## src/rtl/fetch_sequencer.sv

```systemverilog
`default_nettype none
// ============================================================================
//  Module      : fetch_sequencer
//  Description : Instruction-fetch sequencer sitting between the PC block,
//                instruction memory and the main control unit. It reads the
//                current PC, fetches the instruction word over a req/ack
//                handshake and hands it to control. It then drives the
//                PC-source select and a one-cycle PC-write strobe back to the
//                PC block.
//
//  Optional feature macro:
//      FETCH_TIMEOUT_EN - enables an 8-bit fetch wait counter. A fetch that
//                         sees no memAck within TIMEOUT_CYCLES FETCH cycles
//                         raises the sticky fetchFault flag and parks the FSM
//                         in FAULT until reset.
//
//  Parameters:
//      TIMEOUT_CYCLES  maximum FETCH cycles without memAck (1..255); only
//                      meaningful with FETCH_TIMEOUT_EN
//
//  Ports:
//      clock        in   1   system clock, rising edge
//      reset        in   1   synchronous active-high reset
//      pcCur        in  16   current PC from the PC block
//      memReq       out  1   instruction memory read request
//      memAddr      out 16   instruction memory read address (= pcCur)
//      memAck       in   1   memory response strobe, memData valid with it
//      memData      in  16   instruction word from memory
//      instr        out 16   latched instruction to control
//      instrValid   out  1   instr valid, awaiting acceptance
//      instrAccept  in   1   control consumes instr
//      redirect     in   1   non-sequential PC request (with instrAccept)
//      redirectSrc  in   4   PC-source code used when redirect=1
//      pcSrc        out  4   PC mux select to the PC block
//      pcWrite      out  1   PC register write enable
//      fetchFault   out  1   sticky fetch-timeout flag
//
//  Revision    : 1.0  initial release
// ============================================================================
module fetch_sequencer #(
    parameter int unsigned TIMEOUT_CYCLES = 255
) (
    input  logic        clock,
    input  logic        reset,
    input  logic [15:0] pcCur,
    output logic        memReq,
    output logic [15:0] memAddr,
    input  logic        memAck,
    input  logic [15:0] memData,
    output logic [15:0] instr,
    output logic        instrValid,
    input  logic        instrAccept,
    input  logic        redirect,
    input  logic [3:0]  redirectSrc,
    output logic [3:0]  pcSrc,
    output logic        pcWrite,
    output logic        fetchFault
);

    // ------------------------------------------------------------------------
    // State encoding
    // ------------------------------------------------------------------------
    localparam logic [2:0] c_ST_RESET   = 3'd0;
    localparam logic [2:0] c_ST_FETCH   = 3'd1;
    localparam logic [2:0] c_ST_DELIVER = 3'd2;
    localparam logic [2:0] c_ST_SELECT  = 3'd3;
    localparam logic [2:0] c_ST_COMMIT  = 3'd4;
`ifdef FETCH_TIMEOUT_EN
    localparam logic [2:0] c_ST_FAULT   = 3'd5;
`endif

    // Sequential PC advance (PC+2) is PC-source code zero.
    localparam logic [3:0] c_SRC_SEQ = 4'b0000;

    logic [2:0]  r_state;
    logic [2:0]  w_stateNext;
    logic [15:0] r_instr;
    logic [3:0]  r_pcSrc;
    logic        w_inFetch;
    logic        w_fetchDone;
    logic        w_accept;
    logic        w_timeout;

    assign w_inFetch   = (r_state == c_ST_FETCH);
    // memAck only counts while a request is actually outstanding.
    assign w_fetchDone = w_inFetch && memAck;
    assign w_accept    = (r_state == c_ST_DELIVER) && instrAccept;

    // ------------------------------------------------------------------------
    // Optional fetch timeout
    // ------------------------------------------------------------------------
`ifdef FETCH_TIMEOUT_EN
    localparam logic [7:0] c_TIMEOUT_LAST = 8'(TIMEOUT_CYCLES - 1);

    logic [7:0] r_waitCount;
    logic       r_fault;

    // The counter holds the number of ack-less FETCH cycles already spent.
    // The fault fires in the cycle whose miss would bring it to the limit,
    // so an ack in that same cycle still completes the fetch normally.
    assign w_timeout = w_inFetch && !memAck && (r_waitCount == c_TIMEOUT_LAST);

    always_ff @(posedge clock) begin
        if (reset) begin
            r_waitCount <= 8'd0;
        end else if (w_inFetch && !memAck) begin
            r_waitCount <= r_waitCount + 8'd1;
        end else begin
            // Outside FETCH the counter sits at zero, so every FETCH entry
            // starts from a clean count.
            r_waitCount <= 8'd0;
        end
    end

    always_ff @(posedge clock) begin
        if (reset) begin
            r_fault <= 1'b0;
        end else if (w_timeout) begin
            r_fault <= 1'b1;
        end
    end

    assign fetchFault = r_fault;
`else
    logic [31:0] w_unusedTimeout;

    assign w_unusedTimeout = TIMEOUT_CYCLES;
    assign w_timeout       = 1'b0;
    assign fetchFault      = 1'b0;
`endif

    // ------------------------------------------------------------------------
    // Next-state logic
    // ------------------------------------------------------------------------
    always_comb begin
        w_stateNext = r_state;
        case (r_state)
            c_ST_RESET: begin
                // Reset itself is handled in the state register, so reaching
                // this point means reset is low this cycle.
                w_stateNext = c_ST_FETCH;
            end
            c_ST_FETCH: begin
                if (w_fetchDone) begin
                    w_stateNext = c_ST_DELIVER;
                end
`ifdef FETCH_TIMEOUT_EN
                else if (w_timeout) begin
                    w_stateNext = c_ST_FAULT;
                end
`endif
            end
            c_ST_DELIVER: begin
                if (instrAccept) begin
                    w_stateNext = c_ST_SELECT;
                end
            end
            c_ST_SELECT: begin
                // Gives the PC block one edge to register its mux output
                // before the PC register is written.
                w_stateNext = c_ST_COMMIT;
            end
            c_ST_COMMIT: begin
                w_stateNext = c_ST_FETCH;
            end
`ifdef FETCH_TIMEOUT_EN
            c_ST_FAULT: begin
                w_stateNext = c_ST_FAULT;
            end
`endif
            default: begin
                w_stateNext = c_ST_RESET;
            end
        endcase
    end

    // ------------------------------------------------------------------------
    // State and datapath registers
    // ------------------------------------------------------------------------
    always_ff @(posedge clock) begin
        if (reset) begin
            r_state <= c_ST_RESET;
        end else begin
            r_state <= w_stateNext;
        end
    end

    always_ff @(posedge clock) begin
        if (reset) begin
            r_instr <= 16'h0000;
        end else if (w_fetchDone) begin
            r_instr <= memData;
        end
    end

    // pcSrc is loaded only on acceptance and otherwise holds, so the last
    // select stays on the PC mux through the following FETCH. Upper-bit
    // codes pass through untouched.
    always_ff @(posedge clock) begin
        if (reset) begin
            r_pcSrc <= c_SRC_SEQ;
        end else if (w_accept) begin
            r_pcSrc <= redirect ? redirectSrc : c_SRC_SEQ;
        end
    end

    // ------------------------------------------------------------------------
    // Outputs
    // ------------------------------------------------------------------------
    assign memReq     = w_inFetch;
    // The address tracks pcCur combinationally, with no alignment or wrap
    // handling; both belong to the PC block.
    assign memAddr    = w_inFetch ? pcCur : 16'h0000;
    assign instr      = r_instr;
    assign instrValid = (r_state == c_ST_DELIVER);
    assign pcSrc      = r_pcSrc;
    assign pcWrite    = (r_state == c_ST_COMMIT);

endmodule
`default_nettype wire
```

## config.mk

```make
export PLATFORM = sky130hd
export DESIGN_NAME = fetch_sequencer
export DESIGN_NICKNAME = d
export VERILOG_FILES = /design/src/rtl/fetch_sequencer.sv
export SDC_FILE = /design/constraint.sdc
export NUM_CORES = 1
export LEC_CHECK = 0
export BUFFER_PORTS_ARGS = -buffer_cell sky130_fd_sc_hd__buf_2
export CAP_MARGIN = 10
export CORE_ASPECT_RATIO = 0.75
export CORE_MARGIN = 1
export CORE_UTILIZATION = 40
export CTS_CLUSTER_DIAMETER = 80
export DETAILED_ROUTE_END_ITERATION = 8
export GPL_TIMING_DRIVEN = 0
export PLACE_DENSITY = 0.84
export SYNTH_ARGS = -nofsm -noshare
export SYNTH_HDL_FRONTEND = slang
export SYNTH_SLANG_ARGS = --single-unit
```

## constraint.sdc

```tcl
create_clock -name clock -period 1.6 [get_ports clock]
set_input_delay 0.32 -clock clock [delete_from_list [all_inputs] [get_ports clock]]
set_output_delay 0.32 -clock clock [all_outputs]
set_load 0.1 [all_outputs]
```

**Word level (Yosys, flattened, before mapping)**

Cells that the tools add are included.
W data, S select, Z words.

- Register bits after elaboration: 23
- Input bits: 41
- Output and inout bits: 40
- Logic and storage cells: 19

- Eq/ne operators: 6
- Multiplexer cells: 5
- Reduce and logical (&&, ||, !) cells: 5

Operators with widths:

| operator | number |
|---|---|
| $mux W16 | 1 |
| $pmux W3 S4 | 1 |
| $eq A3 B2 Y1 const B | 2 |
| $mux W3 | 2 |
| $mux W4 | 1 |
| $ne A2 B1 Y1 const B | 2 |
| $eq A3 B1 Y1 const B | 1 |
| $eq A3 B3 Y1 const B | 1 |
| $logic_not A3 Y1 | 1 |
| $logic_and A1 B1 Y1 | 2 |
| $reduce_and A2 Y1 | 1 |
| $reduce_or A2 Y1 | 1 |

**Longest topological paths before layout**

- Depth after elaboration: 4
- Mapped depth: 6
- Gate-level depth less buffers: 3

**Worst setup path after synthesis**

No wires, ideal clock.

- Path kind: register to output
- From: register r_state[1]
- To: output port instrValid
- Data arrival time: 2.718 ns
- Required time: 1.280 ns
- Path slack: -1.438 ns
- Cell stages (with the launch flop): 3
- Buffers on the path: 1
- Cells stage by stage: dfxtp_1 buf_6 nor3b_1

- Cells in the longest elaborated chain, start to end: 1

RTL lines:

| what | RTL line | text |
|---|---|---|
| from (decl) | 75 | `logic [2:0] r_state;` |
| from (signal assigned) | 182 | `r_state <= c_ST_RESET;` |
| from (signal assigned) | 184 | `r_state <= w_stateNext;` |
| $eq A3 B2 Y1 | 215 | `assign instrValid = (r_state == c_ST_DELIVER);` |
| to (decl) | 51 | `output logic instrValid,` |

No other way between the ends.

**Worst setup path in the final report**

- From: register r_state[0]
- To: output port memAddr[6]

- Cells in the longest elaborated chain, start to end: 2

RTL lines:

| what | RTL line | text |
|---|---|---|
| $eq A3 B1 Y1 | 84 | `assign w_inFetch = (r_state == c_ST_FETCH);` |
| $mux W16 | 213 | `assign memAddr = w_inFetch ? pcCur : 16'h0000;` |
| to (decl) | 47 | `output logic [15:0] memAddr,` |

No other way between the ends.

==> reports/summary.md <==
- H-tree Lvls: 1
- wire length of the first global-routing pass: 5.29 mm
- class of the worst hold path: in -> reg
- count of flip-flops with a built-in enable after synthesis: 0
- violation count after the first detailed-routing iteration: 38
- violated checks: setup timing
- top-area cell type share of the netlist area: 0.409
- layout cells sized above 1: 0.716
- Leak Pwr: 0.942 nW
- overflow left after global routing: 0
- worst setup path class: reg -> out
- Final Instance Count excl. Fillers: 254
- longest individual stage delay on the worst path: 0.37 ns
- count of fill cells added during filler insertion: 173
- initial antenna violation count: 0
- maximum clock insertion buffer count: 2
- worst-path cell with the longest stage delay: sky130_fd_sc_hd__dfxtp_4
- Final Hold Vio Count: 0
- cell area after technology mapping: 0.00113 sq mm
- Switching Fraction: 0.466
- series of cell instances along the critical path: inv_4 > nor3_4 > buf_6 > buf_6 > and2_4 > buf_12
- Bufs and invs on worst path: 4
- proportion of synthesized chip area in sequential cells: 0.409
- Worst Slack Setup Final: -0.234 ns
- hold-critical path depth: 3
- pin slew with the least headroom to its limit: 0.600 ns
- shortest clock period the worst path allows after layout: 1.83 ns
- DRC errors left: 0
- total routed wirelength: 3.54 mm
- commonest non-fill, non-tap cell in the layout: sky130_fd_sc_hd__buf_2
- core area: 0.00264 sq mm
- Internal Power: 1.31 mW
- number of core rows: 16
- placed wire-length estimate after detailed placement: 1.91 mm
- Max FO, Critical Path: 5
- primary flip-flop cell chosen by synthesis mapping: sky130_fd_sc_hd__dfxtp_1
- leading cell types in the layout, fill and taps excluded: 60 x sky130_fd_sc_hd__buf_2, 21 x sky130_fd_sc_hd__buf_12, 20 x sky130_fd_sc_hd__dfxtp_1
- number of iterations in the first detailed-routing pass: 4
- CP endpoint kind: output port
- Relative slew margins: 0.600
- Clock Power Share: 0.150
- layout overhead on the synthesized area: 85.8%
- final setup violation count: 17
- vias after detailed routing: 1191
- endpoint of the most critical register-to-register path: instr[9]
- Area contributors post-synth: sky130_fd_sc_hd__dfxtp_1 41%, sky130_fd_sc_hd__nand2_2 11%, sky130_fd_sc_hd__and2_1 8.9%
- Worst Reg2Reg Path Length in Cells: 6
- top cell family by delay on the critical path: buffers and inverters
- worst hold path startpoint: memData[10]
- Post-Syn Instances: 124
- Reg-to-Reg Start: r_state[2]
- category of the worst setup path launch point: register
- max_cap viols: 0
- result of the run: finished with violations
- vias in the first global route: 1144
- Net Sw Power: 1.14 mW
- pin count of the biggest net entering global routing: 15
- final routed wire length divided by cell count: 13.9 microns
- Synthesized Nets: 165
- arrival time of the worst setup path: 1.51 ns
- endpoint of the worst hold path: instr[10]
- Max Freq: 0.545 GHz
- Final Skew: 0.0115 ns
- mean cell area of the mapped netlist: 9.08 sq um
- synthesized flop and latch total: 23
- most repeated library cell on the critical path: sky130_fd_sc_hd__buf_6
- Die Footprint: 0.00303 sq mm
- source-to-sink clock delay at the later pin of the worst-skew pair: 0.27 ns
- Sequential Power Share: 0.263
- setup slack, reg-to-reg: 0.30 ns
- setup repair after global routing missed its margin: yes
- vias per std cell: 4.69
- Multi-input gate area: 628 sq um
- clock root buffer: sky130_fd_sc_hd__clkbuf_8
- overall track demand over capacity in global routing: 0.236
- count of final max-slew check failures: 0
- CTS tree: yes
- count of port buffers added during placement: 79
- Placed Cells: 239
- total of warnings raised by yosys: 0
- num ports: 81
- effective utilization at floorplan: 0.426
- sequential cell area in the final layout: 469 sq um
- diodes inserted: 0
- Worst-path clk slew: 0.09 ns
- clock buffer count from CTS: 3
- post-synthesis cell type count: 23
- FFs w/ async S/R, synth: 0
- Worst IR Drop VDD: 0.000849 V
- # clock sinks: 23
- post-route clock period utilization: 1.15
- weighted congestion at the end of routability-driven global placement: 0.646
- cell accounting for the most synthesized area: sky130_fd_sc_hd__dfxtp_1
- share of total power in combinational logic: 0.587
- number of routed nets with antenna violations: 0
- power density over cell area: 1170 mW/mm^2
- width of the die: 63.3 microns
- sum of negative setup slack: -3.54 ns
- Die Y-Extent: 48.0 microns
- fin nets: 260
- required time at the worst-slack endpoint: 1.28 ns
[layer usage]
layer	share of wire	GRT usage	vias to the layer above
met5	0	0	-
li1	-	-	589
met1	0.40	0.276	557
met3	0.045	0.0571	4
met4	0.011	0.0591	0
met2	0.55	0.454	41
[layout make-up]
| type | instances | area share |
|---|---|---|
| Timing Repair Buffer | 91 | 0.381 |
| Buffer | 8 | 0.0467 |
| Multi-Input combinational cell | 91 | 0.300 |
| Inverter | 1 | 0.00299 |
| Clock buffer | 3 | 0.0197 |
| Clock inverter | 1 | 0.00359 |
| Tap cell | 36 | 0.0215 |
| Sequential cell | 23 | 0.224 |
[cells in the mapped netlist (2+ instances only)]
cell type,n
sky130_fd_sc_hd__a21oi_1,11
sky130_fd_sc_hd__a21oi_2,10
sky130_fd_sc_hd__and2_1,16
sky130_fd_sc_hd__buf_12,2
sky130_fd_sc_hd__buf_4,2
sky130_fd_sc_hd__buf_6,3
sky130_fd_sc_hd__clkbuf_1,2
sky130_fd_sc_hd__dfxtp_1,23
sky130_fd_sc_hd__nand2_1,17
sky130_fd_sc_hd__nand2_2,19
sky130_fd_sc_hd__nand3_1,4
sky130_fd_sc_hd__nand4bb_1,2
sky130_fd_sc_hd__nor2_1,2
sky130_fd_sc_hd__nor3b_1,2
[registers in the layout, summed over array words and instances, names as in the netlist]
signal   flops
instr       16
pcSrc        4
r_state      3
[timing repair]
action | CTS | global route
endpoints found under the setup margin | 19 | 19
pin swaps | 13 | 5
resized for setup | 89 | 5
hold buffers | 0 | 0
cloned | 1 | 0
buffers inserted | 9 | 4
[worst register-to-register path, cell delays in order, from the launching register on]
cell	delay, ns
sky130_fd_sc_hd__dfxtp_4	0.36
sky130_fd_sc_hd__buf_4	0.16
sky130_fd_sc_hd__nand4bb_1	0.19
sky130_fd_sc_hd__buf_6	0.16
sky130_fd_sc_hd__buf_12	0.14
sky130_fd_sc_hd__nand2_2	0.08
sky130_fd_sc_hd__a21oi_2	0.06
[worst max-delay path by stage]
| stage | from | end | slack [ns] | cells past startpoint |
|---|---|---|---|---|
| after floorplan | r_state[1] | instrValid | -0.04 | 2 |
| after global placement | r_state[0] | memAddr[11] | -0.17 | 5 |
| after detailed placement | r_state[0] | memAddr[14] | -0.18 | 5 |
| after CTS | r_state[0] | memAddr[10] | -0.21 | 6 |
| after global routing | r_state[0] | memAddr[6] | -0.29 | 6 |
| final | r_state[0] | memAddr[6] | -0.23 | 6 |
[cell families after synthesis]
| logic type | Yosys count | synth area share |
|---|---|---|
| other | 1 | 0.00333 |
| buffers and inverters | 10 | 0.0889 |
| DFF | 23 | 0.409 |
| AOI/OAI and AO/OA | 22 | 0.133 |
| and+or+nand+nor | 68 | 0.366 |
[power groups by stage]
stage	Clock (mW)	Combinational (mW)	Sequential [mW]
floorplan	0	0.709	0.874
global placement	0	1.08	0.657
detailed placement	0	1.08	0.658
CTS	0.373	1.41	0.643
global route	0.411	1.49	0.648
finish	0.368	1.44	0.644
[metrics by stage]
stage | setup slack (ns) | total power, mW | util | area [sq um] | hold WS (ns)
floorplan | -0.0364 | 1.58 | - | 1200 | 0.389
global placement | -0.169 | 1.74 | 0.620 | 1640 | 0.439
detailed placement | -0.185 | 1.74 | 0.620 | 1640 | 0.445
CTS | -0.207 | 2.43 | 0.786 | 2080 | 0.273
global route | -0.288 | 2.55 | 0.792 | 2090 | 0.277
finish | -0.234 | 2.45 | 0.792 | 2090 | 0.275
Power figures use the tool's default switching activity.
